==> src/rtl/aes256_key_sched.sv <==
// aes256_key_sched: sequential AES-256 key scheduler streaming 15 round keys over valid/ready
//   clk_i        rising-edge clock
//   reset_n_i    asynchronous active-low reset
//   key_i        256-bit cipher key, bit 0 = MSB of byte 0
//   key_v_i      key_i valid; accepted when key_ready_o is high
//   key_ready_o  high only in IDLE
//   rk_o         current 128-bit round key
//   rk_idx_o     index of rk_o (0..14)
//   rk_last_o    marks the final round key of the stream
//   rk_v_o       rk_o valid
//   rk_ready_i   consumer accepts rk_o
//   busy_o       high whenever not IDLE
//   dir_i        (AES_KS_REVERSE_EN only) 0 = forward, 1 = reverse order, sampled on key accept
// Optional feature macro: AES_KS_REVERSE_EN adds dir_i, a 15-entry round-key buffer and an
// EXPAND state so keys can be streamed 14 down to 0 for decryption.
module aes256_key_sched (
    input  logic         clk_i,
    input  logic         reset_n_i,
    input  logic [0:255] key_i,
    input  logic         key_v_i,
`ifdef AES_KS_REVERSE_EN
    input  logic         dir_i,
`endif
    output logic         key_ready_o,
    output logic [0:127] rk_o,
    output logic [0:3]   rk_idx_o,
    output logic         rk_last_o,
    output logic         rk_v_o,
    input  logic         rk_ready_i,
    output logic         busy_o
);
    localparam int NUM_RK = 15;
    localparam int IDX_W  = 4;
    localparam logic [0:IDX_W-1] LAST_IDX = IDX_W'(NUM_RK - 1);

    localparam logic [0:2047] SBOX = {
        128'h637c777bf26b6fc53001672bfed7ab76,
        128'hca82c97dfa5947f0add4a2af9ca472c0,
        128'hb7fd9326363ff7cc34a5e5f171d83115,
        128'h04c723c31896059a071280e2eb27b275,
        128'h09832c1a1b6e5aa0523bd6b329e32f84,
        128'h53d100ed20fcb15b6acbbe394a4c58cf,
        128'hd0efaafb434d338545f9027f503c9fa8,
        128'h51a3408f929d38f5bcb6da2110fff3d2,
        128'hcd0c13ec5f974417c4a77e3d645d1973,
        128'h60814fdc222a908846eeb814de5e0bdb,
        128'he0323a0a4906245cc2d3ac629195e479,
        128'he7c8376d8dd54ea96c56f4ea657aae08,
        128'hba78252e1ca6b4c6e8dd741f4bbd8b8a,
        128'h703eb5664803f60e613557b986c11d9e,
        128'he1f8981169d98e949b1e87e9ce5528df,
        128'h8ca1890dbfe6426841992d0fb054bb16
    };

    typedef enum logic [2:0] {IDLE, EMIT_LO, EMIT_HI, EXPAND, EMIT_BUF} state_t;

    function automatic logic [7:0] sub_byte(input logic [7:0] b);
        return SBOX[{b, 3'b000} +: 8];
    endfunction

    function automatic logic [0:31] sub_word(input logic [0:31] w);
        return {sub_byte(w[0:7]), sub_byte(w[8:15]), sub_byte(w[16:23]), sub_byte(w[24:31])};
    endfunction

    // One 8-word expansion step: words 0..3 chain from RotWord/SubWord of the previous
    // word 7 plus Rcon, words 4..7 chain from SubWord of the new word 3.
    function automatic logic [0:255] round_key(input logic [0:255] k, input logic [0:4] r);
        logic [0:255] res;
        logic [0:31]  t;
        logic [7:0]   rc;
        rc = 8'h01 << (r - 5'd1);
        t = sub_word({k[232:255], k[224:231]}) ^ {rc, 24'h0};
        res[0:31]    = k[0:31]    ^ t;
        res[32:63]   = k[32:63]   ^ res[0:31];
        res[64:95]   = k[64:95]   ^ res[32:63];
        res[96:127]  = k[96:127]  ^ res[64:95];
        t = sub_word(res[96:127]);
        res[128:159] = k[128:159] ^ t;
        res[160:191] = k[160:191] ^ res[128:159];
        res[192:223] = k[192:223] ^ res[160:191];
        res[224:255] = k[224:255] ^ res[192:223];
        return res;
    endfunction

    state_t           state, state_nxt;
    logic [0:255]     work, work_nxt;
    logic [0:4]       r;
    logic [0:IDX_W-1] idx;
    logic             accept;

    assign accept   = key_v_i & key_ready_o;
    assign work_nxt = round_key(work, r);

`ifdef AES_KS_REVERSE_EN
    logic         dir;
    logic [0:127] rk_buf [0:NUM_RK-1];
    logic [3:0]   lo_sel, hi_sel;

    // Step r yields round keys 2r and 2r+1; the upper half of step 7 would be key 15.
    assign lo_sel = {r[2:4], 1'b0};
    assign hi_sel = {r[2:4], 1'b1};

    always_ff @(posedge clk_i) begin
        if (accept) begin
            rk_buf[0] <= key_i[0:127];
            rk_buf[1] <= key_i[128:255];
        end else if (state == EXPAND) begin
            rk_buf[lo_sel] <= work_nxt[0:127];
            if (r != 5'd7)
                rk_buf[hi_sel] <= work_nxt[128:255];
        end
    end
`endif

    always_ff @(posedge clk_i or negedge reset_n_i) begin
        if (!reset_n_i)
            state <= IDLE;
        else
            state <= state_nxt;
    end

    always_comb begin
        state_nxt = state;
        case (state)
`ifdef AES_KS_REVERSE_EN
            IDLE:     if (accept) state_nxt = dir_i ? EXPAND : EMIT_LO;
            EXPAND:   if (r == 5'd7) state_nxt = EMIT_BUF;
            EMIT_BUF: if (rk_ready_i && idx == '0) state_nxt = IDLE;
`else
            IDLE:     if (accept) state_nxt = EMIT_LO;
`endif
            EMIT_LO:  if (rk_ready_i) state_nxt = (idx == LAST_IDX) ? IDLE : EMIT_HI;
            EMIT_HI:  if (rk_ready_i) state_nxt = EMIT_LO;
            default:  state_nxt = IDLE;
        endcase
    end

    always_comb begin
        key_ready_o = state == IDLE;
        busy_o      = state != IDLE;
        rk_o        = state == EMIT_LO ? work[0:127] : state == EMIT_HI ? work[128:255] : '0;
`ifdef AES_KS_REVERSE_EN
        rk_v_o      = state == EMIT_LO || state == EMIT_HI || state == EMIT_BUF;
        if (state == EMIT_BUF)
            rk_o = rk_buf[idx];
        rk_last_o   = rk_v_o && (dir ? idx == '0 : idx == LAST_IDX);
`else
        rk_v_o      = state == EMIT_LO || state == EMIT_HI;
        rk_last_o   = rk_v_o && idx == LAST_IDX;
`endif
        rk_idx_o    = rk_v_o ? idx : '0;
    end

    always_ff @(posedge clk_i or negedge reset_n_i) begin
        if (!reset_n_i) begin
            work <= '0;
            r    <= 5'd1;
            idx  <= '0;
`ifdef AES_KS_REVERSE_EN
            dir  <= 1'b0;
`endif
        end else if (accept) begin
            work <= key_i;
            r    <= 5'd1;
`ifdef AES_KS_REVERSE_EN
            idx  <= dir_i ? LAST_IDX : '0;
            dir  <= dir_i;
`else
            idx  <= '0;
`endif
        end else if (state == EMIT_LO && rk_ready_i && idx != LAST_IDX) begin
            idx <= idx + 1'b1;
        end else if (state == EMIT_HI && rk_ready_i) begin
            work <= work_nxt;
            r    <= r + 5'd1;
            idx  <= idx + 1'b1;
`ifdef AES_KS_REVERSE_EN
        end else if (state == EXPAND) begin
            work <= work_nxt;
            r    <= r + 5'd1;
        end else if (state == EMIT_BUF && rk_ready_i && idx != '0) begin
            idx <= idx - 1'b1;
`endif
        end
    end
endmodule

==> config.mk <==
export PLATFORM = sky130hd
export DESIGN_NAME = aes256_key_sched
export DESIGN_NICKNAME = d
export VERILOG_FILES = /design/src/rtl/aes256_key_sched.sv
export SDC_FILE = /design/constraint.sdc
export NUM_CORES = 2
export LEC_CHECK = 0
export ABC_AREA = 1
export CORE_ASPECT_RATIO = 1.25
export CORE_MARGIN = 2
export CORE_UTILIZATION = 35
export CTS_CLUSTER_SIZE = 16
export DETAILED_ROUTE_END_ITERATION = 10
export PLACE_DENSITY = 0.58
export SYNTH_ARGS = -nofsm -noshare
export SYNTH_HDL_FRONTEND = slang
export SYNTH_SLANG_ARGS = --single-unit
==> constraint.sdc <==
create_clock -name clk_i -period 7.1 [get_ports clk_i]
set_input_delay 1.42 -clock clk_i [delete_from_list [all_inputs] [get_ports clk_i]]
set_output_delay 1.42 -clock clk_i [all_outputs]
set_load 0.05 [all_outputs]
==> metrics.cfg <==
[floorplanning]
die_x_um = 310
rows = 140
core_area_um2 = 116000
die_h_um = 387
pin_count = 396
die_area_um2 = 120000
start_util = 0.352

[timing]
setup_violations = 0
rsz0062_at_grt = no
finalCriticalPeriod_ps = 6430
setup_tns_ps = 0
final_hold_viol_count = 0
worstMarginPinSlew_ps = 1040
maxSlewHeadroom = 0.304
skew_ps = 19.1
drv_slew = 0
fin_crit_sh = 0.905
fmax_mhz = 156

[critical_path]
crit_slowest_cell = nand2_1
worstSetupPathType = register to register
crit_path_max_fanout = 14
cp_top_family = simple AND/OR/NAND/NOR gates
critPathArrivalTime_ps = 6910
crit_buf_inv = 2
end_kind = register
slowest_delay_ps = 560
critPathRequiredTime_ps = 7580
crit_path_start_kind = register
path_common_cell = nand2_1

[route]
routed_via_density = 6.35
drt_drc_violations_left = 0
drt_wl_total_um = 242000
num_vias = 57600
drtAntennaViolNets = 0
wl_per_cell_um = 26.7
dr.pass1.iters = 7
drt_iter0_drc = 9990

[placed_design]
gp_congestion = 1.06
port_buffers = 395
place_area_um2 = 46300
dp_hpwl_um = 176000

[flow_run]
cap_violations = 0

[logic_synthesis]
synth_edf_count = 0
syn_area_per_cell_um2 = 5.61
synthesis.area_um2 = 41000
ys_top_cells_by_area = nand3_1 33%, nand2_1 19%, dfrtp_1 16%, a22oi_1 4.0%, inv_1 3.9%
synth_largest_area_cell = nand3_1
async_reset_ff_frac = 1.00
synth_top_area_share = 0.326
synth.distinct_cells = 50
yosys_warnings = 0
ys.flop_type = dfrtp_1
syn-num-nets = 7697
ys_seq_elements = 267
synth-seq-area-share = 0.163
synth_cells = 7319

[global_routing]
grt-ovfl-total = 0
antenna_found_initial = 15
grt_usage = 0.386
first_global_vias = 53300
grt_max_degree = 166
grt_pass1_wl_um = 354000

[finish]
drive_above_1_share = 0.0593
synthToLayoutAreaGrowth_pct = 16.0
nNetsFinal = 7850
final_cell_area_um2 = 47600

[min_path]
worstHoldPathType = register to register

[clock_tree]
clock_sinks = 267
cts_buffer_depth = 3
cts_hold_buffers = 0
cts_tree = built
clk_latency_ps = 620
cts.htree.levels = 2
cts_root_buf = clkbuf_16
postCtsSetupBuffers = 0
cts-resized-gates = 0
cts_buffers = 39
clk_pin_slew_ps = 60

[outcome]
status = finished, final reports clean

-- per-stage QoR --
step,util,setup WS (ps),hold WS (ps),instances
6_report,0.409,674,504,9072
2_1_floorplan,-,2700,469,7319
3_5_place_dp,0.398,936,492,8993
5_1_grt,0.409,287,540,9072
3_3_place_gp,0.398,898,486,8993
4_1_cts,0.409,914,508,9064
-- cells by family (layout without fill, tap and decap cells) --
kind of cell | Yosys count | after routing | synth area share
xor gates and xnor gates | 21 | 21 | 0.00576
and+or+nand+nor | 5081 | 5081 | 0.557
DFF | 267 | 267 | 0.163
AOI/OAI and AO/OA | 853 | 853 | 0.131
adders and majority gates | 118 | 118 | 0.0360
buffers and inverters | 979 | 1162 | 0.108
other | 0 | 8 | 0
-- placed cells by master, fill, tap and decap left out, types with 5 or more instances in the layout --
cell type        synthesis  layout
clkbuf_16                0      39
nand2_2                 58      68
xor2_2                   7       8
clkbuf_8                 0       7
o21ai_1                 10      10
buf_4                   77     215
o31ai_1                  6       6
nand4_1                 17      17
a22oi_1                220     220
or2_2                    5       5
xor2_1                  11      10
diode_2                  0       8
ha_1                   118     118
inv_1                  426     423
clkdlybuf4s50_1          0     394
nand2_4                  4       5
o22ai_1                142     142
clkinv_1                10      10
o221ai_1                10      10
a31oi_1                 10      10
inv_2                   22      22
nand3_2                 20      20
dfrtp_1                266     262
nor3_1                   9       9
buf_12                   0      20
a21oi_1                145     145
inv_6                    0       9
clkbuf_1               165      10
o21ai_0                196     196
nand3b_1                 7       7
nor2_1                 202     200
o211ai_1               101     101
nand2_1               2077    2066
nand3_1               2675    2675
-- path summary, 6_finish.rpt --
| path | to | slack (ps) | start | cells after the start |
|---|---|---|---|---|
| max | work[224] | 670 | work[239] | 33 |
| min | work[40] | 500 | work[40] | 2 |
| max reg2reg | work[224] | 670 | work[239] | 33 |
| min reg2reg | work[40] | 500 | work[40] | 2 |
| max in group asynchronous | work[69] | 5190 | reset_n_i | 2 |
| min in group asynchronous | work[181] | 750 | reset_n_i | 1 |
-- worst min-delay path, delay by kind of cell, from the launching register on --
family | cells | cell delay (ps)
AOI/OAI and AO/OA | 1 | 70
DFF | 1 | 340
and+or+nand+nor | 1 | 60
-- state kept, by name (all words and copies together) (netlist names) --
register / cells
state: 2
idx: 4
r: 5
work: 256
-- layer usage --
metal	share of wire	global-route usage	up-vias
met1	0.38	0.488	26800
li1	-	-	25700
met2	0.44	0.602	4222
met5	0.00032	0	-
met4	0.078	0.251	10
met3	0.10	0.0647	925
-- synthesized netlist by cell type (2+ instances only) --
cell / count
nand3_1: 2675
nand2_1: 2077
inv_1: 426
dfrtp_1: 266
a22oi_1: 220
buf_2: 217
nor2_1: 202
o21ai_0: 196
clkbuf_1: 165
a21oi_1: 145
o22ai_1: 142
ha_1: 118
o211ai_1: 101
buf_4: 77
nand2_2: 58
buf_1: 33
buf_6: 26
inv_2: 22
nand3_2: 20
nand4_1: 17
xor2_1: 11
a31oi_1: 10
clkinv_1: 10
o21ai_1: 10
o221ai_1: 10
nor3_1: 9
nand3b_1: 7
xor2_2: 7
o31ai_1: 6
or2_2: 5
nand2_4: 4
nor2_2: 4
inv_4: 3
xnor2_1: 3
o21bai_1: 2
-- final cells by class --
type	instances	area, µm²
multi-input combinational	6073	30000
fill	13000	68900
tap	1562	1950
timing repair buffer	630	5970
clock inverter	15	141
sequential	267	6690
antenna	8	20.0
inverter	461	1750
clock buffer	56	1110
Power is left out: the tool's default activity adds up to more than one toggle a clock period on the data nets, which glitch-free logic cannot reach.
